### src/rtl/spi_regbank_burst.sv
// ============================================================================
// Module      : spi_regbank_burst
// Description : SPI target (all four modes) fronting a bank of R/W config and
//               RO status registers, with burst auto-increment and write strobes.
// Revision    : 1.0 - initial release
// ============================================================================
`default_nettype none

module spi_regbank_burst #(
    parameter int NUM_CFG    = 8,
    parameter int NUM_STATUS = 8,
    parameter int REG_WIDTH  = 8,
    parameter int ADDR_WIDTH = 7
) (
    input  logic                            clk,
    input  logic                            rst,
    input  logic                            ena,
    input  logic [1:0]                      mode,
    input  logic                            spi_cs_n,
    input  logic                            spi_clk,
    input  logic                            spi_mosi,
    output logic                            spi_miso,
    output logic [NUM_CFG*REG_WIDTH-1:0]    config_regs,
    input  logic [NUM_STATUS*REG_WIDTH-1:0] status_regs,
    output logic [NUM_CFG-1:0]              cfg_wr_stb,
    output logic                            addr_err,
    output logic                            busy
);

    localparam int CNT_W = $clog2(REG_WIDTH);
    localparam logic [ADDR_WIDTH-1:0] LAST_ADDR = ADDR_WIDTH'(NUM_CFG + NUM_STATUS - 1);

    typedef enum logic [1:0] {
        IDLE = 2'd0,
        CMD  = 2'd1,
        DATA = 2'd2
    } state_t;

    state_t                  state, state_nx;
    logic                    sclk_q, cs_q;
    logic [1:0]              mode_q;
    logic [CNT_W-1:0]        bit_cnt;
    logic [REG_WIDTH-2:0]    in_sh;
    logic [REG_WIDTH-1:0]    out_sh;
    logic                    miso_q;
    logic                    rw;
    logic [ADDR_WIDTH-1:0]   addr;
    logic [REG_WIDTH-1:0]    cfg [NUM_CFG];

    logic                    rise, fall, cs_fall, edge_ok, sample_ev, shift_ev;
    logic                    cmd_done, frame_done;
    logic [7:0]              cmd_byte;
    logic [REG_WIDTH-1:0]    frame_data, rd_word;
    logic [ADDR_WIDTH-1:0]   addr_inc, load_addr;

    assign rise       = spi_clk & ~sclk_q;
    assign fall       = ~spi_clk & sclk_q;
    assign cs_fall    = cs_q & ~spi_cs_n;
    // An SPI clock edge coincident with the CS fall is a setup violation, not a sample.
    assign edge_ok    = ena & ~spi_cs_n & ~cs_fall;
    assign sample_ev  = edge_ok & ((mode_q[1] == mode_q[0]) ? rise : fall);
    assign shift_ev   = edge_ok & ((mode_q[1] == mode_q[0]) ? fall : rise);
    assign cmd_byte   = {in_sh[6:0], spi_mosi};
    assign frame_data = {in_sh, spi_mosi};
    assign addr_inc   = (addr == LAST_ADDR) ? '0 : addr + 1'b1;
    assign load_addr  = (state == CMD) ? cmd_byte[ADDR_WIDTH-1:0] : addr_inc;
    assign busy       = (state != IDLE);
    assign spi_miso   = (state == DATA) & ~spi_cs_n & miso_q;

    always_ff @(posedge clk or posedge rst) begin
        if (rst) state <= IDLE;
        else     state <= state_nx;
    end

    always_comb begin
        state_nx   = state;
        cmd_done   = 1'b0;
        frame_done = 1'b0;
        case (state)
            IDLE: if (ena && cs_fall) state_nx = CMD;
            CMD: begin
                if (ena && spi_cs_n) state_nx = IDLE;
                else if (sample_ev && bit_cnt == CNT_W'(7)) begin
                    cmd_done = 1'b1;
                    state_nx = DATA;
                end
            end
            DATA: begin
                if (ena && spi_cs_n) state_nx = IDLE;
                else if (sample_ev && bit_cnt == CNT_W'(REG_WIDTH - 1)) frame_done = 1'b1;
            end
            default: state_nx = IDLE;
        endcase
    end

    // Readback word for whichever address is about to be shifted out.
    always_comb begin
        rd_word = '0;
        for (int r = 0; r < NUM_CFG; r++)
            if (load_addr == ADDR_WIDTH'(r)) rd_word = cfg[r];
        for (int s = 0; s < NUM_STATUS; s++)
            if (load_addr == ADDR_WIDTH'(NUM_CFG + s)) rd_word = status_regs[s*REG_WIDTH +: REG_WIDTH];
    end

    always_ff @(posedge clk or posedge rst) begin
        if (rst) begin
            sclk_q     <= 1'b0;
            cs_q       <= 1'b1;
            mode_q     <= 2'b00;
            bit_cnt    <= '0;
            in_sh      <= '0;
            out_sh     <= '0;
            miso_q     <= 1'b0;
            rw         <= 1'b0;
            addr       <= '0;
            cfg_wr_stb <= '0;
            addr_err   <= 1'b0;
            for (int r = 0; r < NUM_CFG; r++) cfg[r] <= '0;
        end else begin
            sclk_q     <= spi_clk;
            cs_q       <= spi_cs_n;
            cfg_wr_stb <= '0;
            addr_err   <= 1'b0;
            if (state == IDLE && state_nx == CMD) begin
                mode_q  <= mode;
                bit_cnt <= '0;
                miso_q  <= 1'b0;
            end
            if (state != IDLE && sample_ev) begin
                in_sh <= frame_data[REG_WIDTH-2:0];
                if (cmd_done || frame_done) bit_cnt <= '0;
                else                        bit_cnt <= bit_cnt + 1'b1;
            end
            if (cmd_done) begin
                rw   <= cmd_byte[7];
                addr <= cmd_byte[ADDR_WIDTH-1:0];
            end
            if (frame_done) begin
                addr <= addr_inc;
                if (rw) begin
                    if (addr < ADDR_WIDTH'(NUM_CFG)) begin
                        for (int r = 0; r < NUM_CFG; r++)
                            if (addr == ADDR_WIDTH'(r)) begin
                                cfg[r]        <= frame_data;
                                cfg_wr_stb[r] <= 1'b1;
                            end
                    end else begin
                        addr_err <= 1'b1;
                    end
                end
            end
            // cpha=0 presents the MSB at load and must skip the trailing edge that follows it.
            if (cmd_done || frame_done) begin
                if (mode_q[0]) begin
                    out_sh <= rd_word;
                end else begin
                    miso_q <= rd_word[REG_WIDTH-1];
                    out_sh <= {rd_word[REG_WIDTH-2:0], 1'b0};
                end
            end else if (state == DATA && shift_ev && (mode_q[0] || bit_cnt != '0)) begin
                miso_q <= out_sh[REG_WIDTH-1];
                out_sh <= {out_sh[REG_WIDTH-2:0], 1'b0};
            end
        end
    end

    for (genvar r = 0; r < NUM_CFG; r++) begin : g_pack
        assign config_regs[r*REG_WIDTH +: REG_WIDTH] = cfg[r];
    end

endmodule

`default_nettype wire

### config.mk
export PLATFORM = sky130hd
export DESIGN_NAME = spi_regbank_burst
export DESIGN_NICKNAME = d
export VERILOG_FILES = /design/src/rtl/spi_regbank_burst.sv
export SDC_FILE = /design/constraint.sdc
export NUM_CORES = 1
export LEC_CHECK = 0
export BUFFER_PORTS_ARGS = -buffer_cell sky130_fd_sc_hd__buf_2
export CAP_MARGIN = 20
export CELL_PAD_IN_SITES_DETAIL_PLACEMENT = 1
export CELL_PAD_IN_SITES_GLOBAL_PLACEMENT = 1
export CORE_MARGIN = 4
export CORE_UTILIZATION = 41
export DETAILED_ROUTE_END_ITERATION = 10
export PLACE_DENSITY_LB_ADDON = 0.3
export SLEW_MARGIN = 0
export SYNTH_ARGS = -nofsm -noshare
export SYNTH_HDL_FRONTEND = slang
export SYNTH_SLANG_ARGS = --single-unit
### constraint.sdc
create_clock -name clk -period 3.7 [get_ports clk]
set_input_delay 0.37 -clock clk [delete_from_list [all_inputs] [get_ports clk]]
set_output_delay 0.37 -clock clk [all_outputs]
set_load 0.05 [all_outputs]
# Yosys cells after proc, flatten, opt, wreduce, memory -nomap -nowiden
# Index checks and enable logic that the tools add are counted.
[totals]
word_cells = 144
in_bits = 72
latch_bits = 0
regBits = 106
out_inout_bits = 75
romBits = 0
mem_count = 0
ram_bits = 0
[classes]
n_eq_ne = 28
n_reduce_logical = 25
n_bitwise = 13
order_cmp = 1
div = 0
n_shift = 0
addsub = 2
mul = 0
n_mux = 55
[op_table]
columns = ["op", "count"]
rows = [
  ["$mux W8", 22],
  ["$eq A7 B4 Y1 const B", 9],
  ["$eq A7 B3 Y1 const B", 8],
  ["$reduce_and A4 Y1", 8],
  ["$eq A7 B2 Y1 const B", 4],
  ["$mux W7", 4],
  ["$mux W1", 21],
  ["$eq A7 B1 Y1 const B", 2],
  ["$logic_not A7 Y1", 2],
  ["$and A1 B1 Y1", 9],
  ["$mux W3", 3],
  ["$mux W2", 4],
  ["$reduce_bool A2 Y1", 4],
  ["$add A7 B1 Y7 const B", 1],
  ["$logic_and A1 B1 Y1", 7],
  ["$lt A7 B4 Y1 const B", 1],
  ["$pmux W2 S3", 1],
  ["$eq A2 B1 Y1 const B", 2],
  ["$not A1 Y1", 4],
  ["$add A3 B1 Y3 const B", 1],
  ["$eq A3 B3 Y1 const B", 1],
  ["$reduce_bool A3 Y1", 1],
  ["$eq A2 B2 Y1 const B", 1],
  ["$logic_not A2 Y1", 1],
  ["2 further kinds", 3],
]

# Logic depth before layout (Yosys ltp)
[depth]
word_depth = 22
ltp_mapped = 14
mapped_depth_nobuf = 11

# Worst setup path before layout
# No wires, ideal clock.
[synth_path]
kind = "flip-flop to flip-flop"
start = "register addr[1]"
end = "register miso_q"
stages_incl_launch_ff = 13
period_less_slack_ns = 2.740
arrival_ns = 2.674
slack_ns = 0.960
setup_time_ns = 0.065
t_required_ns = 3.635
path_buffers = 2
path_cell_list = "dfrtp_1 -> ha_1 -> buf_4 -> nand3_2 -> nor3_1 -> o221ai_1 -> and2_1 -> buf_6 -> or4_1 -> o2111a_1 -> a2bb2oi_1 -> a221o_1 -> nand2_1"
[synth_via]
elab_chain_len = 22
word_cells_on_any_way = 38
classes_between = "1 x add/sub; 16 x eq/ne; 20 x mux; 1 x reduce/logical"
[synth_lines]
columns = ["item", "line", "rtl"]
rows = [
  ["from (decl)", "47", "logic [ADDR_WIDTH-1:0] addr;"],
  ["from (signal assigned)", "136", "addr <= cmd_byte[ADDR_WIDTH-1:0];"],
  ["from (signal assigned)", "139", "addr <= addr_inc;"],
  ["$add A7 B1 Y7 or $eq A7 B4 Y1 (tied branches)", "65", "assign addr_inc = (addr == LAST_ADDR) ? '0 : addr + 1'b1;"],
  ["$mux W7 *", "65", ""],
  ["$mux W7 *", "66", "assign load_addr = (state == CMD) ? cmd_byte[ADDR_WIDTH-1:0] : addr_inc;"],
  ["$logic_not A7 Y1", "100", "if (load_addr == ADDR_WIDTH'(r)) rd_word = cfg[r];"],
  ["$mux W8 (8 in series)", "100", ""],
  ["$mux W8 (7 in series)", "102", "if (load_addr == ADDR_WIDTH'(NUM_CFG + s)) rd_word = status_regs[s*REG_WIDTH +: REG_WIDTH];"],
  ["$mux W8 *", "102", ""],
  ["$mux W1 *", "154", "if (mode_q[0]) begin"],
  ["$mux W1 *", "153", "if (cmd_done || frame_done) begin"],
  ["to (signal assigned)", "157", "miso_q <= rd_word[REG_WIDTH-1];"],
  ["to (signal assigned)", "161", "miso_q <= out_sh[REG_WIDTH-1];"],
  ["to (decl)", "45", "logic miso_q;"],
]
# Every way passes the cells marked *; elsewhere a longest branch is shown, timed or not.
# A chain may end at the register's enable or synchronous reset.

# Worst setup path after layout
[layout_path]
start = "register addr[0]"
end = "register out_sh[3]"
[layout_via]
elab_chain_len = 22
word_cells_on_any_way = 38
classes_between = "1 x add/sub; 16 x eq/ne; 20 x mux; 1 x reduce/logical"
[layout_lines]
columns = ["item", "line", "rtl"]
rows = [
  ["$add A7 B1 Y7 or $eq A7 B4 Y1 (tied branches)", "65", ""],
  ["$mux W7 *", "65", ""],
  ["$mux W7 *", "66", ""],
  ["$logic_not A7 Y1", "100", ""],
  ["$mux W8 (8 in series)", "100", ""],
  ["$mux W8 (7 in series)", "102", ""],
  ["$mux W8 *", "102", ""],
  ["$mux W8 *", "154", ""],
  ["$mux W8 *", "153", ""],
  ["to (signal assigned)", "155", "out_sh <= rd_word;"],
  ["to (signal assigned)", "158", "out_sh <= {rd_word[REG_WIDTH-2:0], 1'b0};"],
  ["to (signal assigned)", "162", "out_sh <= {out_sh[REG_WIDTH-2:0], 1'b0};"],
  ["to (decl)", "44", "logic [REG_WIDTH-1:0] out_sh;"],
]
# Marked as above.

==> out/qor.csv <==
stage;metric;value;unit
route;drt drc;0;
global_routing;GR Util met3;5.52;%
worst_setup_path;CP peak stage delay;0.53;ns
synthesis;Ys Warns;0;
clock_tree;htree depth;3;
worst_setup_path;Setup crit end kind;register;
timing;final hold violations;0;
hold_path;Worst Hold Class;in2reg;
timing;slack of the critical path;0.231;ns
route;routed wire length;22.2;mm
worst_setup_path;RR Endpoint;out_sh[3];
route;antenna-violating nets left;0;
die;Die Area;0.0167;mm²
worst_setup_path;worst setup path startpoint;addr[0];
place;Post-Place Setup Slack;0.182;ns
timing;Slew HR;39.0;%
synthesis;register area share after synthesis;43.9;%
synthesis;synthesis-stage register bit count;106;
global_routing;GRT Residual Overflow;0;
clock_tree;clk_lat worst skew;0.37;ns
cells_and_area;area taken by multi-input logic gates;0.00311;mm²
cells_and_area;layout cells sized above 1;37.2;%
global_routing;initial antenna violation count;0;
worst_setup_path;CP cell instances;ha_1, nand3_2, nor3_1, o221ai_1, and2_1, a21o_1, o41ai_1, a32o_1, nor2_1, a221oi_1;
global_routing;global-route wire length before repair;33.9;mm
clock_tree;TritonCTS buffer count;9;
pwr;worst vdd ir;0.000263;V
worst_setup_path;worst r2r src;addr[0];
worst_setup_path;data required time of the worst path;3.96;ns
global_routing;largest net degree at the start of global routing;87;
die;Row Count;44;
cells_and_area;Finished Core Util;50.4;%
cells_and_area;fin nets;807;
global_routing;GRT busiest layer;met2;
route;wire per inst;24.2;µm
timing;Final Critical Period;3.47;ns
synthesis;post-synthesis async set-or-reset flop share;100;%
job;# Max-Cap Violations;0;
timing;Final setup viols;0;
die;I/O pins;147;
place;Post-DP HPWL;16.4;mm
cells_and_area;antenna cells;0;
clock_tree;Post-CTS Setup Bufs;0;
worst_setup_path;Critical Path AT;3.73;ns
die;Initial Utilization;41.7;%
worst_setup_path;CP Capture Point;out_sh[3];
cells_and_area;post-route cell area;0.00730;mm²
timing;Setup Skew;0.0107;ns
timing;RSZ-0062 raised after global routing;no;
timing;Max Slew Vio Count;0;
run_status;status;complete, no violations;
route;DR pass1 iterations;7;
synthesis;Syn Nets;667;
synthesis;Post-synth EDFFs;0;
worst_setup_path;critical path peak fanout;9;
place;Post-DP Area;0.00696;mm²
global_routing;routing usage on met2;42.9;%
synthesis;Syn Area/Cell;10.3;µm²
clock_tree;CTS tree;done;
synthesis;Cells after Synth;588;
cells_and_area;Reg area;0.00265;mm²
timing;Sum Neg Setup Slack;0;ns
cells_and_area;# fillers;1677;
die;core footprint;0.0145;mm²
timing;Slew @ Worst Pin;0.911;ns
route;post-DR vias/cell;6.16;
cells_and_area;commonest non-fill, non-tap cell in the layout;buf_2;
synthesis;Post-synth top flop;dfrtp_1;
clock_tree;clock root buffer;clkbuf_16;
clock_tree;clock transition at the registers of the reported paths;0.08;ns
timing;fin crit share;93.7;%
clock_tree;CTS max path bufs;2;
timing;FMAX;0.288;GHz
die;die extent in x;129;µm
route;vias;5652;
cells_and_area;Area Growth Syn to Fin;20.8;%
route;Iteration-0 DRC Markers;456;
worst_setup_path;FF-to-FF setup slack;0.23;ns
worst_setup_path;Worst Path Class, Setup;reg2reg;
worst_setup_path;Startpoint Class;register;
clock_tree;# clock sinks;106;
global_routing;vias in the first global route;5866;
pwr;Leak;0.00376;µW
place;gpl congestion;0.913;
worst_setup_path;FF-to-FF path depth;10;
global_routing;met1 usage;35.9;%
synthesis;cell area after synthesis;0.00604;mm²
global_routing;GRT Total Usage;26.5;%
cells_and_area;commonest non-fill, non-tap cells in the layout;buf_2, dfrtp_1, mux2_2;
pwr;Pwr per Cell Area;362;mW/mm²
place;PortBufs;146;
worst_setup_path;slowest CP cell;dfrtp_1;
synthesis;Distinct cells, synth;66;
die;Die H;129;µm
## synth_stat cells (4+ instances only)
cell / n / share of area [%]
o21ai_0: 16 / 1.3
and3_1: 6 / 0.62
buf_6: 4 / 0.75
mux2i_1: 17 / 2.8
clkbuf_1: 17 / 1.1
nor2b_1: 4 / 0.41
o211ai_1: 5 / 0.62
a2bb2oi_1: 4 / 0.58
a222oi_1: 4 / 0.66
nand2b_1: 4 / 0.41
inv_1: 22 / 1.4
a211oi_1: 7 / 0.87
nand3_1: 22 / 1.8
dfrtp_1: 105 / 43
a21oi_1: 30 / 2.5
buf_4: 5 / 0.62
buf_2: 11 / 0.91
a21o_1: 6 / 0.75
and2_1: 4 / 0.41
a221o_1: 6 / 0.99
ha_1: 7 / 1.4
mux2_2: 78 / 15
nor2_1: 34 / 2.1
nor3_1: 10 / 0.83
a22oi_1: 10 / 1.2
a221oi_1: 15 / 2.2
o22ai_1: 11 / 1.1
nand2_1: 56 / 3.5
o221ai_1: 11 / 1.6
## registers in the layout, summed over array words and instances, names as in the netlist
signal / count
miso_q: 1
cfg_wr_stb: 8
rw: 1
mode_q: 2
config_regs: 64
cs_q: 1
state: 2
addr_err: 1
addr: 7
sclk_q: 1
in_sh: 7
bit_cnt: 3
out_sh: 8
## worst max-delay path, delay by kind of cell, from the launching register on
kind	cells	cell delay (ns)
compound gates	5	1.43
fa+ha+maj	1	0.38
flops	1	0.53
simple gates	4	1.02
## stage by stage
| step | total power [µW] | std cells | hold slack, ns |
|---|---|---|---|
| 4_1_cts | 2650 | 915 | 0.121 |
| 2_1_floorplan | 1500 | 588 | 0.374 |
| 3_3_place_gp | 1660 | 899 | 0.477 |
| 6_report | 2640 | 917 | 0.137 |
| 3_5_place_dp | 1670 | 899 | 0.496 |
| 5_1_grt | 2750 | 917 | 0.136 |
## cell families (layout without fill, tap and decap cells)
logic type	count (synthesis)	count (layout)	synth area share (%)
flip-flops	106	106	43.9
multiplexers	95	95	17.3
adder cells (fa/ha/maj)	7	7	1.45
XOR/XNOR	4	4	0.580
AND/OR/NAND/NOR	155	155	12.0
buffers and inverters	61	206	4.82
AO/OA/AOI/OAI	160	160	19.9
## power by group
group	switching (µW)	leakage, µW	internal [µW]	total (µW)
Clock	510	0.000145	476	986
Combinational	277	0.00215	164	441
Sequential	44.4	0.00146	1170	1220
Total	831	0.00376	1810	2640
## how the worst min path moves through the flow
stage,startpoint,endpoint,slack (ns),depth (start not counted)
global route,spi_clk,sclk_q,0.14,1
finish,spi_cs_n,cs_q,0.14,1
detailed placement,out_sh[7],miso_q,0.50,2
global placement,out_sh[7],miso_q,0.48,2
CTS,spi_cs_n,cs_q,0.12,1
floorplan,spi_cs_n,cs_q,0.37,0
## layer usage
| layer | vias to the layer above | routed length (µm) |
|---|---|---|
| met1 | 2894 | 9700 |
| met3 | 31 | 1380 |
| met4 | 0 | 433 |
| met5 | - | 0 |
| met2 | 237 | 10700 |
| li1 | 2490 | - |
## what timing repair did
action,4_1_cts,5_1_grt
setup endpoints to repair,0,5
resized for setup,0,2
hold endpoints to repair,0,19
hold buffers,0,1
## layout make-up
type,instances,area share [%]
inverter,22,1.16
multi-input combinational,421,42.6
tap,184,3.15
clock buffer,9,3.08
timing repair buffer,168,12.7
clock inverter,7,0.925
sequential,106,36.3
(Power assumes the default switching activity.)
